===== src/rtl/axis_fifo_arbiter.sv =====
// axis_fifo_arbiter
// Round-robin burst arbiter that shares one axis_fifo write port among
// NUM_PORTS AXI-Stream sources. A source is granted for a burst of at most
// BURST_LEN beats, and only when the FIFO has room for a full burst. Each beat
// carries the source index on tid, and tlast marks a full-length burst end.
module axis_fifo_arbiter #(
  parameter int  AXIS_TDATA_WIDTH = 32,
  parameter int  NUM_PORTS        = 4,
  parameter int  BURST_LEN        = 16,
  parameter int  FIFO_DEPTH       = 512,
  parameter int  IDLE_TIMEOUT     = 8,
  parameter int  HOLD_CYCLES      = 2,
  localparam int ID_WIDTH         = $clog2(NUM_PORTS)
) (
  input  logic                                  aclk,
  input  logic                                  areset,
  input  logic [15:0]                           write_count,
  input  logic [NUM_PORTS*AXIS_TDATA_WIDTH-1:0] s_axis_tdata,
  input  logic [NUM_PORTS-1:0]                  s_axis_tvalid,
  output logic [NUM_PORTS-1:0]                  s_axis_tready,
  output logic [AXIS_TDATA_WIDTH-1:0]           m_axis_tdata,
  output logic                                  m_axis_tvalid,
  input  logic                                  m_axis_tready,
  output logic [ID_WIDTH-1:0]                   m_axis_tid,
  output logic                                  m_axis_tlast,
  output logic                                  busy
);

  localparam int                BEAT_W    = $clog2(BURST_LEN + 1);
  localparam logic [BEAT_W-1:0] BEAT_LAST = BEAT_W'(BURST_LEN - 1);
  localparam logic [7:0]        IDLE_LAST = 8'(IDLE_TIMEOUT - 1);
  localparam logic [3:0]        HOLD_LAST = 4'(HOLD_CYCLES - 1);
  localparam logic [16:0]       DEPTH_17  = 17'(FIFO_DEPTH);
  localparam logic [16:0]       BURST_17  = 17'(BURST_LEN);

  typedef enum logic [1:0] {
    ST_IDLE  = 2'd0,
    ST_BURST = 2'd1,
    ST_HOLD  = 2'd2
  } state_t;

  state_t                      state_r;
  logic [ID_WIDTH-1:0]         grant_r;
  logic [ID_WIDTH-1:0]         rr_ptr_r;
  logic [BEAT_W-1:0]           beat_cnt_r;
  logic [7:0]                  idle_cnt_r;
  logic [3:0]                  hold_cnt_r;
  logic                        tlast_r;
  logic                        busy_r;

  logic [16:0]                 wc_17_s;
  logic [16:0]                 free_17_s;
  logic                        room_s;
  logic                        pick_found_s;
  logic [ID_WIDTH-1:0]         pick_idx_s;
  int                          cand_v;
  logic [AXIS_TDATA_WIDTH-1:0] sel_data_s;
  logic                        sel_valid_s;
  logic                        in_burst_s;
  logic                        hs_s;

  // FIFO room check: a full burst must fit; an out-of-range count means no room
  always_comb begin
    wc_17_s   = {1'b0, write_count};
    free_17_s = DEPTH_17 - wc_17_s;
    if (wc_17_s > DEPTH_17) begin
      room_s = 1'b0;
    end else begin
      room_s = (free_17_s >= BURST_17);
    end
  end

  // Round-robin search: first valid port after rr_ptr_r; nearest candidate wins
  always_comb begin
    pick_found_s = 1'b0;
    pick_idx_s   = {ID_WIDTH{1'b0}};
    cand_v       = 0;
    for (int k = NUM_PORTS; k >= 1; k--) begin
      cand_v = int'(rr_ptr_r) + k;
      cand_v = (cand_v >= NUM_PORTS) ? (cand_v - NUM_PORTS) : cand_v;
      for (int j = 0; j < NUM_PORTS; j++) begin
        pick_found_s = (cand_v == j && s_axis_tvalid[j]) ? 1'b1 : pick_found_s;
        pick_idx_s   = (cand_v == j && s_axis_tvalid[j]) ? ID_WIDTH'(j) : pick_idx_s;
      end
    end
  end

  // Source mux driven by the registered grant
  always_comb begin
    sel_data_s  = {AXIS_TDATA_WIDTH{1'b0}};
    sel_valid_s = 1'b0;
    for (int j = 0; j < NUM_PORTS; j++) begin
      sel_data_s  = (grant_r == ID_WIDTH'(j)) ?
                    s_axis_tdata[j*AXIS_TDATA_WIDTH +: AXIS_TDATA_WIDTH] : sel_data_s;
      sel_valid_s = (grant_r == ID_WIDTH'(j)) ? s_axis_tvalid[j] : sel_valid_s;
    end
  end

  // Pass-through handshake: only tvalid->tvalid and tready->tready paths exist
  always_comb begin
    in_burst_s    = (state_r == ST_BURST);
    m_axis_tdata  = sel_data_s;
    m_axis_tvalid = in_burst_s & sel_valid_s;
    hs_s          = in_burst_s & sel_valid_s & m_axis_tready;
    s_axis_tready = {NUM_PORTS{1'b0}};
    for (int j = 0; j < NUM_PORTS; j++) begin
      s_axis_tready[j] = in_burst_s & m_axis_tready & (grant_r == ID_WIDTH'(j));
    end
  end

  assign m_axis_tid   = grant_r;
  assign m_axis_tlast = tlast_r;
  assign busy         = busy_r;

  // Arbitration FSM: grant in IDLE, count beats/idle cycles in BURST, settle in HOLD
  always_ff @(posedge aclk) begin
    if (areset) begin
      state_r    <= ST_IDLE;
      grant_r    <= {ID_WIDTH{1'b0}};
      rr_ptr_r   <= ID_WIDTH'(NUM_PORTS - 1);
      beat_cnt_r <= {BEAT_W{1'b0}};
      idle_cnt_r <= 8'd0;
      hold_cnt_r <= 4'd0;
      tlast_r    <= 1'b0;
      busy_r     <= 1'b0;
    end else begin
      case (state_r)
        ST_IDLE: begin
          if (room_s && pick_found_s) begin
            state_r    <= ST_BURST;
            grant_r    <= pick_idx_s;
            beat_cnt_r <= {BEAT_W{1'b0}};
            idle_cnt_r <= 8'd0;
            tlast_r    <= (BEAT_LAST == {BEAT_W{1'b0}});
            busy_r     <= 1'b1;
          end
        end
        ST_BURST: begin
          if ((hs_s && beat_cnt_r == BEAT_LAST) ||
              (!sel_valid_s && idle_cnt_r == IDLE_LAST)) begin
            // Full burst handed over, or source went quiet too long
            state_r    <= ST_HOLD;
            rr_ptr_r   <= grant_r;
            beat_cnt_r <= {BEAT_W{1'b0}};
            idle_cnt_r <= 8'd0;
            hold_cnt_r <= 4'd0;
            tlast_r    <= 1'b0;
          end else if (hs_s) begin
            beat_cnt_r <= beat_cnt_r + BEAT_W'(1);
            idle_cnt_r <= 8'd0;
            tlast_r    <= ((beat_cnt_r + BEAT_W'(1)) == BEAT_LAST);
          end else if (!sel_valid_s) begin
            idle_cnt_r <= idle_cnt_r + 8'd1;
          end else begin
            idle_cnt_r <= 8'd0;
          end
        end
        ST_HOLD: begin
          if (hold_cnt_r == HOLD_LAST) begin
            state_r <= ST_IDLE;
            busy_r  <= 1'b0;
          end else begin
            hold_cnt_r <= hold_cnt_r + 4'd1;
          end
        end
        default: begin
          state_r <= ST_IDLE;
          tlast_r <= 1'b0;
          busy_r  <= 1'b0;
        end
      endcase
    end
  end

endmodule


===== config.mk =====
export PLATFORM = sky130hd
export DESIGN_NAME = axis_fifo_arbiter
export DESIGN_NICKNAME = d
export VERILOG_FILES = /design/src/rtl/axis_fifo_arbiter.sv
export SDC_FILE = /design/constraint.sdc
export NUM_CORES = 1
export LEC_CHECK = 0
export ABC_AREA = 1
export BUFFER_PORTS_ARGS = -buffer_cell sky130_fd_sc_hd__buf_2
export CORE_MARGIN = 2
export CORE_UTILIZATION = 40
export CTS_CLUSTER_SIZE = 40
export DETAILED_ROUTE_END_ITERATION = 7
export PLACE_DENSITY = 0.83
export SYNTH_ARGS = -nofsm -noshare
export SYNTH_HDL_FRONTEND = slang
export SYNTH_SLANG_ARGS = --single-unit

===== constraint.sdc =====
create_clock -name aclk -period 2 [get_ports aclk]
set_input_delay 0.5 -clock aclk [delete_from_list [all_inputs] [get_ports aclk]]
set_output_delay 0.5 -clock aclk [all_outputs]
set_load 0.01 [all_outputs]

# Word level (Yosys, flattened, before mapping)
# Index checks and enable logic that the tools add are counted.
[classes] n_eq_ne=26 magnitude_cmp=6 mux=67 n_bitwise=9 n_addsub=12 n_reduce_logical=37
[ops] op="equality test 32 x 3 -> 1 bit (second input constant)" n=8
[ops] op="two-way mux 32 bit" n=8
[ops] op="equality test 32 x 2 -> 1 bit (second input constant)" n=4
[ops] op="logical NOT 32 bit" n=4
[ops] op="two-way mux 2 bit" n=17
[ops] op="two-way mux 8 bit" n=4
[ops] op="two-way mux 1 bit" n=27
[ops] op="logical AND 1 bit" n=19
[ops] op="greater-or-equal comparator 17 x 5 -> 1 bit (second input constant)" n=1
[ops] op="subtractor 10 x 16 -> 17 bit (first input constant)" n=1
[ops] op="> comparator 16 x 10 -> 1 bit (second input constant)" n=1
[ops] op="case mux 8 bit (2 select lines)" n=1
[ops] op="two-way mux 5 bit" n=3
[ops] op="AND reduction 3 bit" n=5
[ops] op="subtractor 3 x 3 -> 4 bit (second input constant)" n=3
[ops] op="equality test 5 x 4 -> 1 bit (second input constant)" n=2
[ops] op="case mux 5 bit (2 select lines)" n=1
[ops] op="greater-or-equal comparator 3 bit (second input constant)" n=3
[ops] op="adder 8 x 1 -> 8 bit (second input constant)" n=1
[ops] op="equality test 8 x 3 -> 1 bit (second input constant)" n=1
[ops] op="two-way mux 4 bit" n=2
[ops] op="case mux 4 bit (2 select lines)" n=1
[ops] op="bitwise AND 1 bit" n=7
[ops] op="adder 2 x 2 -> 3 bit (second input constant)" n=2
[ops] op="other kinds (20)" n=31
[word_totals] reg_bits=25 wordCells=165 inputBits=151 out_inout_bits=41

# Depth between registers and ports, before layout
[depth] word_depth=24 mapped_depth=16 depth_no_buf=15

# Worst setup path before layout
# Ideal clock, no wire load.
[synth_timing] path_kind="register -> register" from="register grant_r[1], in the netlist m_axis_tid[1]" to="register hold_cnt_r[0]" synth_period_minus_slack_ps=1748 n_path_buf=0 required_time_ps=1885 path_slack_ps=252 path_stages_with_launch=12 arrival_time_ps=1634 setup_time_ps=115 cell_sequence="dfxtp_1 -> nor2_1 -> nand2_1 -> nand4_2 -> inv_2 -> nand3_2 -> nand2_4 -> nand2_4 -> nand2_2 -> inv_1 -> a21oi_1 -> nor2_1"
[synth_between] elab_chain_cells=11 elab_cells_between_ends=16 classes_between="eq/ne (4); mux (4); bitwise (2); reduce/logical (6)"
[synth_lines] item="from (decl)" line="43" source="logic [ID_WIDTH-1:0] grant_r;"
[synth_lines] item="from (signal assigned)" line="119" source="grant_r <= {ID_WIDTH{1'b0}};"
[synth_lines] item="from (signal assigned)" line="131" source="grant_r <= pick_idx_s;"
[synth_lines] item="logical NOT 2 bit" line="95" source="sel_valid_s = (grant_r == ID_WIDTH'(j)) ? s_axis_tvalid[j] : sel_valid_s;"
[synth_lines] item="two-way mux 1 bit (3 in series)" line="95"
[synth_lines] item="two-way mux 1 bit (*)" line="95"
[synth_lines] item="bitwise AND 1 bit (2 in series)" line="104" source="hs_s = in_burst_s & sel_valid_s & m_axis_tready;"
[synth_lines] item="logical AND 1 bit" line="139" source="if ((hs_s && beat_cnt_r == BEAT_LAST) ||"
[synth_lines] item="logical OR 1 bit (*)" line="139"
[synth_lines] item="!= test 2 x 1 -> 1 bit (no source line) (*)"
[synth_lines] item="AND reduction 3 bit (no source line) (*)"
[synth_lines] item="to (signal assigned)" line="163" source="hold_cnt_r <= hold_cnt_r + 4'd1;"
[synth_lines] item="to (decl)" line="47" source="logic [3:0] hold_cnt_r;"
# Every way passes the cells marked *; elsewhere a longest branch is shown, timed or not.
# A chain may end at the register's enable or synchronous reset.

# Final worst setup path
[layout_timing] from="register grant_r[0], in the netlist m_axis_tid[0]" to="output m_axis_tvalid"
[layout_between] elab_chain_cells=6 elab_cells_between_ends=9 classes_between="eq/ne (3); mux (4); bitwise (1); reduce/logical (1)"
[layout_lines] item="logical NOT 2 bit" line="95"
[layout_lines] item="two-way mux 1 bit (3 in series)" line="95"
[layout_lines] item="two-way mux 1 bit (*)" line="95"
[layout_lines] item="bitwise AND 1 bit (*)" line="103" source="m_axis_tvalid = in_burst_s & sel_valid_s;"
[layout_lines] item="to (decl)" line="22" source="output logic m_axis_tvalid,"
# Marks and branches as above.

==> metrics.md <==
| Metric | Value |
|---|---|
| Post-synth top flop | dfxtp_1 |
| Hold_ws | 0.4776 ns |
| # rows | 28 |
| Clock sink count | 25 |
| Synth Net Count | roughly 600 |
| Via count | between 3000 and 4000 |
| Synth top area cells | nand2_1 (30%), dfxtp_1 (21%), nand4_1 (9.6%) |
| EDFF count, synth | 0 |
| Async set or reset register ratio after synthesis | 0 |
| Post-DP HPWL | 7712 µm |
| Num CTS Buffers | 3 |
| Status | complete, no violations |
| Tightest Pin Transition | 0.3315 ns |
| Critical path class | flip-flop to output pin |
| R2R setup slack | roughly 0.16 ns |
| Drt total wl | 9551 µm |
| Crit path DAT | 1.45 ns |
| Hold_buf cts | 0 |
| H-tree depth | 1 |
| Post-route design area | 3654 µm² |
| Syn Area/Cell | ~5.6 µm² |
| Most instantiated cells after synthesis | nand2_1 (189), nand4_1 (37), nand3_1 (31) |
| Final setup vio count | 0 |
| RSZ-0062 raised after global routing | yes |
| Placed inst area | 3496 µm² |
| R2R depth | 10 |
| Placed insts | 696 |
| Layout Skew | 0.004974 ns |
| Initial Util | 0.4104 |
| Global route overflow | 0 |
| DRC | 0 |
| Max-slew violations | 0 |
| Vias per cell | roughly 5.2 |
| Initial antenna violation count | 1 |
| I/O Pins | 192 |
| Max transition margin | 0.7790 |
| Crit-path max FO | 7 |
| Max Clk Rate | 514.1 MHz |
| Peak VDD IR | 0.2304 mV |
| First-pass GRT wire length | 14710 µm |
| Worst flop-to-flop path startpoint | beat_cnt_r[0] |
| Reg-to-Reg End | hold_cnt_r[0] |
| Nets@finish | 787 |
| Post-route insts no fill | between 700 and 800 |
| Cell Pwr Density | 309.8 nW/µm² |
| Dominant cell type by area after synthesis | nand2_1 |
| Leak | 0.001887 µW |
| Buffers on Ports | 191 |
| CTS max path bufs | 2 |
| Hold Path Depth | 2 |
| Initial DRC count | around 240 |
| Global Route Usage Sum | 0.2787 |
| Detail Route Antenna Nets | 0 |
| Die height | 81.48 µm |
| Largest net degree at the start of global routing | 28 |
| Die W | 81.48 µm |
| Core Area | 5851 µm² |
| Max_cap viols | 0 |
| CTS tree | built |
| Synth cell types | 30 |
| Area Growth Syn to Fin | 52.16% |
| Endpoint class of the critical path | output pin |
| Hold EP | beat_cnt_r[4] |
| Hold Path Class | flip-flop to flip-flop |
| Hold Vio Cnt, Final | 0 |
| Syn Inst Count | 432 |
| Share of cells above drive strength 1 | 0.3800 |
| Synth top area share | 0.2955 |
| CTS Root Cell | clkbuf_8 |
| WL per Instance | 13.55 µm |
| Final min period | ~2 ns |
| Setup Total Neg Slack | 0 ns |
| Final period utilization | 0.9727 |
| WP data required | 1.50 ns |
| Startpoint Class | flip-flop |
| GP Congestion | 0.9350 |
| Clock-pin slew on the worst setup and hold paths | about 0.09 ns |
| Drt pass-1 iters | 5 |
| DIE AREA | 6638 µm² |
| Worst-Skew Late Latency | 0.28 ns |
| Ys Warns | 0 |
| Library cell with the highest instance count after synthesis | nand2_1 |
| Seq/Total Area, Yosys | 0.2084 |
| Worst hold start | beat_cnt_r[4] |
| Seq cells post-synth | 25 |
| Vias in the first global route | approximately 3300 |
| Cell Area, Synth | between 2000 and 2500 µm² |
placed cells by master (no fill, tap or decap), types with 3 or more instances in the layout:
master | netlist | layout
o21ai_0 | 3 | 3
dfxtp_1 | 25 | 22
nor3_1 | 15 | 14
inv_2 | 6 | 7
ha_1 | 6 | 6
nand4_1 | 37 | 37
nand3_1 | 31 | 31
xor2_1 | 4 | 4
clkbuf_8 | 0 | 3
buf_4 | 0 | 13
buf_2 | 2 | 191
inv_1 | 21 | 20
o21ai_1 | 3 | 3
nor2_4 | 3 | 8
a21oi_1 | 21 | 21
nor2_1 | 29 | 27
nand2_1 | 189 | 189
state kept, by name (all words and copies together) (netlist names):
register and flops:
m_axis_tlast 1, idle_cnt_r 8, m_axis_tid 2, rr_ptr_r 2
state_r 2, beat_cnt_r 5, busy 1, hold_cnt_r 4
area by class of cell:
class                           instances  area, µm²
Fill cell                             567       2197
Multi-Input combinational cell        364       1772
Timing Repair Buffer                  209       1126
Sequential cell                        25      509.2
Inverter                               27      101.3
Tap cell                               75      93.84
Clock buffer                            3      41.29
Clock inverter                          1      7.507
Antenna cell                            1      2.502
timing repair:
| action | 4_1_cts | 5_1_grt |
|---|---|---|
| pin swaps | 1 | 1 |
| resized for setup | 9 | 13 |
| cloned | 0 | 0 |
| endpoints found under the setup margin | 37 | 43 |
| buffers inserted | 1 | 3 |
layer usage:
metal / GRT usage / vias to the layer above / wire length [µm]
li1: - / 1822 / -
met1: 0.3358 / 1628 / 3878
met2: 0.4951 / 160 / 4751
met3: 0.06044 / 21 / 682
met4: 0.07966 / 0 / 238
met5: 0 / - / 0
worst max path at each step:
stage / start / end / slack, ns / cells past startpoint
after floorplan: m_axis_tid[1] / hold_cnt_r[0] / 0.25 / 11
after global placement: write_count[8] / idle_cnt_r[5] / 0.05 / 10
after detailed placement: write_count[8] / idle_cnt_r[6] / -0.008 / 10
after CTS: m_axis_tid[0] / m_axis_tdata[22] / 0.04 / 6
after global routing: m_axis_tid[0] / m_axis_tvalid / -0.04 / 7
final: m_axis_tid[0] / m_axis_tvalid / 0.05 / 7
cells by family (layout without fill, tap and decap cells):
group	after synthesis	in the layout	synth area share
AOI/OAI and AO/OA	32	32	0.07191
other	0	1	0
adders and majority gates	6	6	0.03127
buffers and inverters	43	240	0.06827
DFF	25	25	0.2084
xor gates and xnor gates	6	6	0.02189
and+or+nand+nor	320	320	0.5982
report_power, final:
| part | switching (µW) | internal (µW) | leakage (µW) |
|---|---|---|---|
| logic | 148 | 173 | 0.00166 |
| clock network | 173 | 142 | 0.0000217 |
| registers | 1.41 | 496 | 0.000202 |
metrics by stage:
stage | power [µW] | util | worst slack (ns)
floorplan | 619.5 | - | 0.2517
CTS | 1129 | 0.6114 | 0.03705
global route | 1196 | 0.6245 | -0.03809
detailed placement | 825.1 | 0.5975 | -0.007991
finish | 1132 | 0.6245 | 0.05466
global placement | 821.4 | 0.5975 | 0.04624
critical path, cell delays in order, from the launching register on:
cell	delay [ns]
dfxtp_4	0.39
buf_4	0.15
nor2_4	0.15
nand2_1	0.08
nand4_2	0.12
inv_2	0.09
nor2_1	0.08
buf_2	0.13
No activity file was read; power rests on OpenSTA's default activity.
